--- config.mk ---
export PLATFORM = sky130hd
export DESIGN_NAME = supercar_ctrl
export DESIGN_NICKNAME = d
export VERILOG_FILES = /design/src/rtl/supercar_pkg.sv /design/src/rtl/supercar_prescaler.sv /design/src/rtl/supercar_ctrl.sv
export SDC_FILE = /design/constraint.sdc
export NUM_CORES = 1
export LEC_CHECK = 0
export CAP_MARGIN = 20
export CORE_ASPECT_RATIO = 1.2
export CORE_MARGIN = 3
export CORE_UTILIZATION = 49
export CTS_BUF_LIST = sky130_fd_sc_hd__clkbuf_16
export CTS_CLUSTER_DIAMETER = 40
export DETAILED_ROUTE_END_ITERATION = 10
export PLACE_DENSITY_LB_ADDON = 0.15
export SETUP_SLACK_MARGIN = 0.5
export SLEW_MARGIN = 20
export SYNTH_ARGS = -nofsm -noshare
export SYNTH_HDL_FRONTEND = slang
export SYNTH_SLANG_ARGS = --single-unit
--- constraint.sdc ---
create_clock -name clk -period 3.63 [get_ports clk]
set_input_delay 1.089 -clock clk [delete_from_list [all_inputs] [get_ports clk]]
set_output_delay 1.089 -clock clk [all_outputs]
set_load 0.05 [all_outputs]
--- src/rtl/supercar_pkg.sv ---
`default_nettype none
// ============================================================================
// Module      : supercar_pkg
// Description : Shared state encoding, defaults and helpers for the Supercar
//               light-bar sequencer.
// Revision    : 1.0 - initial release
// ============================================================================
package supercar_pkg;

    localparam int c_N_BIT_DEFAULT = 4;
    localparam int c_DIV_W_DEFAULT = 24;
    localparam int c_STATE_W       = 3;

    typedef logic [c_STATE_W-1:0] state_t;

    localparam state_t c_ST_IDLE  = 3'd0;
    localparam state_t c_ST_LOAD  = 3'd1;
    localparam state_t c_ST_LEFT  = 3'd2;
    localparam state_t c_ST_RIGHT = 3'd3;
    localparam state_t c_ST_CLEAR = 3'd4;

    // True in the two states where the lit bit is actually moving.
    function automatic logic is_sweeping(input state_t s);
        return (s == c_ST_LEFT) || (s == c_ST_RIGHT);
    endfunction

endpackage
`default_nettype wire

--- src/rtl/supercar_prescaler.sv ---
`default_nettype none
// ============================================================================
// Module      : supercar_prescaler
// Description : Shift-rate prescaler. Counts clk cycles and raises tick once
//               every div_q+1 cycles while run is high. The period value is
//               latched only at a tick (or on clr), so a new div_val never
//               truncates or stretches the period in progress.
// Revision    : 1.0 - initial release
// ============================================================================
module supercar_prescaler
    import supercar_pkg::*;
#(
    parameter int DIV_W = c_DIV_W_DEFAULT
) (
    input  logic             clk,
    input  logic             rst,
    input  logic             run,
    input  logic             clr,
    input  logic [DIV_W-1:0] div_val,
    output logic             tick
);

    localparam logic [DIV_W-1:0] c_CNT_ONE = DIV_W'(1);

    logic [DIV_W-1:0] r_cnt;
    logic [DIV_W-1:0] r_div_q;
    logic             w_expired;

    // Greater-or-equal keeps the counter safe if div_q ever shrinks below cnt.
    assign w_expired = (r_cnt >= r_div_q);
    assign tick      = run & w_expired;

    // Period counter and latched period; clr restarts a fresh period.
    always_ff @(posedge clk or posedge rst) begin
        if (rst) begin
            r_cnt   <= '0;
            r_div_q <= '0;
        end else if (clr) begin
            r_cnt   <= '0;
            r_div_q <= div_val;
        end else if (run) begin
            if (w_expired) begin
                r_cnt   <= '0;
                r_div_q <= div_val;
            end else begin
                r_cnt   <= r_cnt + c_CNT_ONE;
            end
        end
    end

endmodule
`default_nettype wire

--- src/rtl/supercar_ctrl.sv ---
`default_nettype none
// ============================================================================
// Module      : supercar_ctrl
// Description : Supercar light-bar sequencer. Drives the strobes of an N_BIT
//               bidirectional shift register so a single lit bit bounces
//               between bit 0 and bit N_BIT-1 at a programmable rate. All
//               strobes decode registered state only.
// Revision    : 1.0 - initial release
// ============================================================================
module supercar_ctrl
    import supercar_pkg::*;
#(
    parameter int N_BIT = c_N_BIT_DEFAULT,
    parameter int DIV_W = c_DIV_W_DEFAULT,
    parameter int POS_W = $clog2(N_BIT)
) (
    input  logic             clk,
    input  logic             rst,
    input  logic             start,
    input  logic             stop,
    input  logic [DIV_W-1:0] div_val,
    output logic             sh_en,
    output logic             sh_pl,
    output logic             sh_l_nr,
    output logic             sh_sin,
    output logic [N_BIT-1:0] sh_pin,
    output logic             busy,
    output logic [POS_W-1:0] pos
);

    // Turn-around points: the last tick in LEFT leaves from N_BIT-2, the last
    // tick in RIGHT leaves from 1, so pos reverses exactly at the end bits.
    localparam logic [POS_W-1:0] c_POS_TURN_RIGHT = POS_W'(N_BIT - 2);
    localparam logic [POS_W-1:0] c_POS_TURN_LEFT  = POS_W'(1);
    localparam logic [POS_W-1:0] c_POS_ONE        = POS_W'(1);
    localparam logic [N_BIT-1:0] c_PIN_SEED       = N_BIT'(1);

    state_t           r_state;
    state_t           w_next_state;
    logic [POS_W-1:0] r_pos;
    logic             w_tick;
    logic             w_run;
    logic             w_clr;

    assign w_run = is_sweeping(r_state);
    assign w_clr = (r_state == c_ST_LOAD);
    assign pos   = r_pos;

    supercar_prescaler #(
        .DIV_W   (DIV_W)
    ) u_prescaler (
        .clk     (clk),
        .rst     (rst),
        .run     (w_run),
        .clr     (w_clr),
        .div_val (div_val),
        .tick    (w_tick)
    );

    // State register.
    always_ff @(posedge clk or posedge rst) begin
        if (rst) begin
            r_state <= c_ST_IDLE;
        end else begin
            r_state <= w_next_state;
        end
    end

    // Next-state logic: stop dominates start, start only acts from IDLE.
    always_comb begin
        w_next_state = r_state;
        case (r_state)
            c_ST_IDLE: begin
                if (start && !stop) begin
                    w_next_state = c_ST_LOAD;
                end
            end
            c_ST_LOAD: begin
                w_next_state = stop ? c_ST_CLEAR : c_ST_LEFT;
            end
            c_ST_LEFT: begin
                if (stop) begin
                    w_next_state = c_ST_CLEAR;
                end else if (w_tick && (r_pos == c_POS_TURN_RIGHT)) begin
                    w_next_state = c_ST_RIGHT;
                end
            end
            c_ST_RIGHT: begin
                if (stop) begin
                    w_next_state = c_ST_CLEAR;
                end else if (w_tick && (r_pos == c_POS_TURN_LEFT)) begin
                    w_next_state = c_ST_LEFT;
                end
            end
            c_ST_CLEAR: begin
                w_next_state = c_ST_IDLE;
            end
            default: begin
                w_next_state = c_ST_IDLE;
            end
        endcase
    end

    // Strobe decode from state and the registered prescaler compare.
    always_comb begin
        sh_en   = 1'b0;
        sh_pl   = 1'b0;
        sh_l_nr = 1'b0;
        sh_sin  = 1'b0;
        sh_pin  = '0;
        busy    = (r_state != c_ST_IDLE);
        case (r_state)
            c_ST_LOAD: begin
                sh_en  = 1'b1;
                sh_pl  = 1'b1;
                sh_pin = c_PIN_SEED;
            end
            c_ST_LEFT: begin
                sh_en   = w_tick;
                sh_l_nr = 1'b1;
            end
            c_ST_RIGHT: begin
                sh_en   = w_tick;
            end
            c_ST_CLEAR: begin
                sh_en  = 1'b1;
                sh_pl  = 1'b1;
            end
            default: begin
                sh_en  = 1'b0;
            end
        endcase
    end

    // Position tracker mirrors the shift register: moves on each shift tick,
    // and returns to 0 on both the initial load and the clear.
    always_ff @(posedge clk or posedge rst) begin
        if (rst) begin
            r_pos <= '0;
        end else begin
            case (r_state)
                c_ST_LOAD, c_ST_CLEAR: begin
                    r_pos <= '0;
                end
                c_ST_LEFT: begin
                    if (w_tick) begin
                        r_pos <= r_pos + c_POS_ONE;
                    end
                end
                c_ST_RIGHT: begin
                    if (w_tick) begin
                        r_pos <= r_pos - c_POS_ONE;
                    end
                end
                default: begin
                    r_pos <= r_pos;
                end
            endcase
        end
    end

endmodule
`default_nettype wire

==> metrics, run 1 <==
Synth area leader dfrtp_1; Combinational Power Share 34.6%; Hold Fails Final Rpt 0; ant diodes 0; highest-count cells in the layout ignoring fill and taps nand2_1, dfrtp_1, o211ai_1; CTS clk-pin slew, worst paths 0.07 ns; sw frac 36.0%; Max Freq 291 MHz; FF+latch count, synth 53; CP max FO 2; syn_area_per_cell 8.72 sq um; CTS Hold Bufs 0; critical path launch point type flop; Max Buffers Root-to-Sink 2; cells after synthesis 397; Power, Total 2.00 mW; Final Cycle Share 94.8%; number of global-route vias before repair 2840; Flop pwr share 41.3%; dpl hpwl 5830 um; Worst-Skew Late Latency 0.30 ns; Setup violations, final 0; unrepaired setup endpoints after global routing yes; Worst Tran Pin Value 0.667 ns; power share of the clock group 24.1%; register area 0.00133 sq mm; GRT Residual Overflow 0; HP Class flop to flop; router iterations before antenna repair 4; outcome completed; number of max-cap violations 0; Chip Height 98.1 um; GRT Util Overall 22.3%; Final Skew 0.00797 ns; clk sinks 53; initial core utilization 52.1%; setup ws final 0.189 ns; Rows 32; H-tree levels 2; Switch Pwr 0.720 mW; internal power 1.28 mW; io pins 39; Routed wire per std cell 16.6 um; Lkg Pwr 1.84 nW; DR vias/cell 5.82; Distinct cells, synth 45; GP Congestion 0.793; synthesized cell area 0.00346 sq mm; Seq/Total Area, Yosys 38.3%; Total Nets Final 483; Synth area leaders dfrtp_1, o211ai_1, ha_1, nand2_1, xor2_1; most common cell after layout, fill and taps aside nand2_1; DRC errors left 0; pwr dens 487 mW/mm^2; first-pass GRT wire length 14100 um; Max Slew Vio Count 0; most common flop cell mapped by yosys dfrtp_1; 1st-iter DRT viols 158; TritonCTS Buffers 5; placed cells 498; CTS tree built; root buf cell clkbuf_16; Core Box Area 0.00665 sq mm; area grow syn2layout 18.5%; Max-slew headroom 55.4%; initial antenna violation count 0; antenna viol nets, final 0; setup TNS 0 ns; non-filler cells, final 514; pin count of the biggest net entering global routing 45; Peak VDD IR 0.000249 V; area of the die 0.00811 sq mm; Yosys top cell area share 38.3%; IO Port Bufs 34; Synth async-reset ratio 100%; area of the multi-input gates 0.00193 sq mm; final WL 8540 um; critical path required time 2.54 ns; die width 82.7 um; crit path DAT 2.35 ns; setup slack at placement 0.453 ns; share of layout cells above drive strength 1 9.79%; Post-synth EDFFs 0; synth warn 0; Fillers 591; via count 2994; min Tclk post-route 3.44 ns; critical path class flop to primary output; crit end category primary output
## final cells by class
class,count,area share (%)
clock buffers,5,3.05
clock inverters,3,0.518
inverters,31,2.84
multi-input cells,287,46.9
flip-flops and latches,53,32.3
well taps,85,2.59
repair buffers,50,11.7
## Yosys cell counts (2+ instances only)
cell type	n
nand2_1	73
dfrtp_1	53
o211ai_1	48
inv_1	30
ha_1	27
nor3_1	20
xor2_1	16
nor2_1	14
a21oi_1	12
clkbuf_1	12
nand3_1	10
nand4_1	10
buf_4	8
and3_1	7
buf_2	6
nand2b_1	5
o21ai_0	5
or3_1	4
a21o_1	3
buf_6	3
xnor2_1	3
a31oi_1	2
and2_1	2
and4_1	2
mux2i_1	2
## power groups by stage
stage	Clock, mW	Combinational, mW	Sequential, mW
detailed placement	0	0.658	0.836
finish	0.483	0.691	0.826
CTS	0.493	0.667	0.824
floorplan	0	0.479	0.805
global placement	0	0.642	0.830
global route	0.525	0.792	0.846
## metal layers
layer	wire, um	track usage [%]	vias up
met5	0	0	-
met4	110	6.29	0
met3	275	2.77	9
met2	4480	37.3	70
met1	3680	29.9	1468
li1	-	-	1447
## kinds of logic (layout without fill, tap and decap cells)
logic type                 Yosys count  after routing  synth area share, %
and+or+nand+nor                    153            153                 20.9
AOI/OAI and AO/OA                   81             81                 17.0
buffers and inverters               60             89                 8.24
DFF                                 53             53                 38.3
adders and majority gates           27             27                 9.76
xor gates and xnor gates            19             19                 4.81
muxes                                3              3                0.904
other                                1              4                0.108
## state kept, by name, summed over array words and instances, names as in the netlist
name / count
pos: 2
r_state: 3
u_prescaler.r_cnt: 24
u_prescaler.r_div_q: 24
## worst paths after layout
kind                                        from                       to  slack (ns)  depth (start not counted)
min                                       pos[0]                   pos[0]        0.55                          1
min in group asynchronous                    rst   u_prescaler.r_div_q[6]        1.17                          2
max reg2reg                u_prescaler.r_cnt[18]  u_prescaler.r_div_q[17]        0.99                          9
max in group asynchronous                    rst               r_state[0]        1.89                          3
min reg2reg                               pos[0]                   pos[0]        0.55                          1
max                        u_prescaler.r_cnt[18]                    sh_en        0.19                          8
## through the flow
stage,utilization [%],hold WS [ns],cell area (sq um)
floorplan,-,0.491,3480
global placement,57.8,0.504,3840
detailed placement,57.9,0.525,3850
CTS,60.9,0.543,4050
global route,61.7,0.574,4100
finish,61.7,0.550,4100
## timing repair
item / 4_1_cts / 5_1_grt
resized for setup: 4 / 6
pin swaps: 2 / 6
setup buffers: 5 / 3
endpoints found under the setup margin: 2 / 2
## worst max-delay path, stage by stage, from the launching register on
cell,delay (ns)
dfrtp_1,0.42
ha_4,0.29
nand4_1,0.14
nor4_2,0.35
nor3b_2,0.28
a21oi_2,0.12
a21oi_4,0.18
nand2b_4,0.16
buf_12,0.13
No activity file was read; power rests on OpenSTA's default activity.
==> inputs of run 2 (changes only) <==
REMOVE_ABC_BUFFERS = 1   (was default)
SLEW_MARGIN = default   (was 20)
==> run 2 against run 1 <==
Net effect: power is 0.61% lower; count of clock-buffer cells in the layout unchanged; maximum frequency is 0.42% higher; critical path type unchanged; register-to-register slack better by 0.07 ns; largest power group unchanged; clock skew decreased by 0.0021 ns; highest routed layer unchanged.
==> metrics, run 2 (synthesis gave the netlist of run 1 again) <==
initial antenna violation count 0 (unchanged); GRT Residual Overflow 0 (unchanged); pwr dens 485 mW/mm^2 (-0.58%); via count 2983 (-0.37%); highest-count cells in the layout ignoring fill and taps nand2_1, dfrtp_1, o211ai_1; number of global-route vias before repair 2951 (+3.9%); critical path required time 2.54 ns (about the same); setup TNS 0 ns (unchanged); Final Skew 0.00588 ns (-0.00209 ns); Core Util, Final 61.7% (about the same); GP Congestion 0.821 (+3.6%); pin count of the biggest net entering global routing 45 (unchanged); share of layout cells above drive strength 1 10.2% (+0.37 points); critical path class flop to primary output; clk sinks 53 (unchanged); Peak VDD IR 0.000330 V (+32%); Setup violations, final 0 (unchanged); DR vias/cell 5.76 (-1.1%); CTS clk-pin slew, worst paths 0.07 ns (about the same); Max Buffers Root-to-Sink 2 (unchanged); Chip Height 98.1 um (unchanged); H-tree levels 2 (unchanged); CP max FO 2 (unchanged); die width 82.7 um (unchanged); outcome completed; min Tclk post-route 3.43 ns (-0.0142 ns); antenna viol nets, final 0 (unchanged); Fillers 616 (+4.2%); router iterations before antenna repair 4 (unchanged); wire length on met2 4340 um (-3.2%); Max Slew Vio Count 0 (unchanged); top routing layer in use met4; unrepaired setup endpoints after global routing yes; non-filler cells, final 518 (+0.78%); ant diodes 0 (unchanged); IO Port Bufs 34 (unchanged); io pins 39 (unchanged); TritonCTS Buffers 5 (unchanged); M1 WL 3580 um (-2.8%); first-pass GRT wire length 14000 um (-0.63%); initial core utilization 52.1% (unchanged); Hold Fails Final Rpt 0 (unchanged); length of routed met3 wiring 339 um (+23%); 1st-iter DRT viols 130 (-18%); crit end category primary output; DRC errors left 0 (unchanged); critical path launch point type flop; GRT Util Overall 22.1% (-0.22 points); crit path DAT 2.34 ns (about the same); final WL 8370 um (-2.1%); Routed wire per std cell 16.2 um (-2.8%); Worst-Skew Late Latency 0.29 ns (about the same); Final Cycle Share 94.4% (-0.39 points); Worst Tran Pin Value 0.577 ns (-0.0899 ns); dpl hpwl 5610 um (-3.9%); Rows 32 (unchanged); Core Box Area 0.00665 sq mm (unchanged); placed cells 501 (+0.60%); number of max-cap violations 0 (unchanged); most common cell after layout, fill and taps aside nand2_1; Total Nets Final 487 (+0.83%); Lkg Pwr 1.86 nW (+1.1%); area grow syn2layout 18.5% (about the same); HP Class flop to flop; Max Freq 292 MHz (+0.42%); root buf cell clkbuf_16; biggest regs u_prescaler.r_cnt (24), u_prescaler.r_div_q (24), r_state (3); Max-slew headroom 61.4% (+6.0 points); CTS tree built; area of the die 0.00811 sq mm (unchanged)
-- run 2: cell count changes in the layout (fill, tap and decap cells not counted), sizes merged --
| cell | change |
|---|---|
| clkinvlp | -1 |
| clkinv | +1 |
| buf | +4 |
-- run 2: stage by stage --
stage	instance area (sq um)	hold WS, ns	total power [mW]	worst slack [ns]
6_report	4100	0.539	1.99	0.204
3_3_place_gp	3840	0.502	1.45	0.415
2_1_floorplan	3300	0.491	1.27	-0.120
3_5_place_dp	3840	0.513	1.47	0.390
4_1_cts	4090	0.538	1.99	0.244
5_1_grt	4100	0.564	2.14	0.111
-- run 2: final timing paths --
path	depth (start not counted)	startpoint	slack (ns)	end
setup / recovery	8	u_prescaler.r_cnt[18]	0.20	sh_en
hold / removal	1	u_prescaler.r_cnt[23]	0.54	u_prescaler.r_cnt[23]
setup reg to reg	8	u_prescaler.r_cnt[18]	1.06	u_prescaler.r_div_q[4]
max in group asynchronous	3	rst	1.91	u_prescaler.r_div_q[11]
min in group asynchronous	2	rst	1.09	u_prescaler.r_div_q[22]
hold reg to reg	1	u_prescaler.r_cnt[23]	0.54	u_prescaler.r_cnt[23]
-- run 2: metal layers --
metal	track usage (%)	vias to the layer above
met5	0	-
met4	5.91	0
met3	3.41	9
met2	36.7	73
met1	29.5	1451
li1	-	1450
-- run 2: cell type report --
class | instances | area, sq um | area share (%)
clock inverter | 3 | 13.8 | 0.336
multi-input combinational | 287 | 1910 | 46.7
clock buffer | 5 | 125 | 3.05
tap | 85 | 106 | 2.59
timing repair buffer | 54 | 499 | 12.2
sequential | 53 | 1330 | 32.3
inverter | 31 | 116 | 2.84
-- run 2: where the power goes --
group,switching [mW],internal (mW)
Combinational,0.397,0.300
Sequential,0.0941,0.731
Clock,0.215,0.251
Total,0.706,1.28
-- run 2: repair_timing --
item | in CTS | in global routing
pin swaps | 6 | 0
hold buffers | 0 | 0
buffers inserted | 9 | 0
resized for setup | 8 | 2
gates cloned | 0 | 0
setup endpoints to repair | 2 | 2
-- run 2: critical path: stages (launching register included) --
cell and delay, ns:
dfrtp_1 0.43, ha_4 0.28, nand4_1 0.16, nor4_2 0.34
nor3b_2 0.27, a21oi_2 0.11, a21oi_4 0.16, nand2b_4 0.16
buf_12 0.13
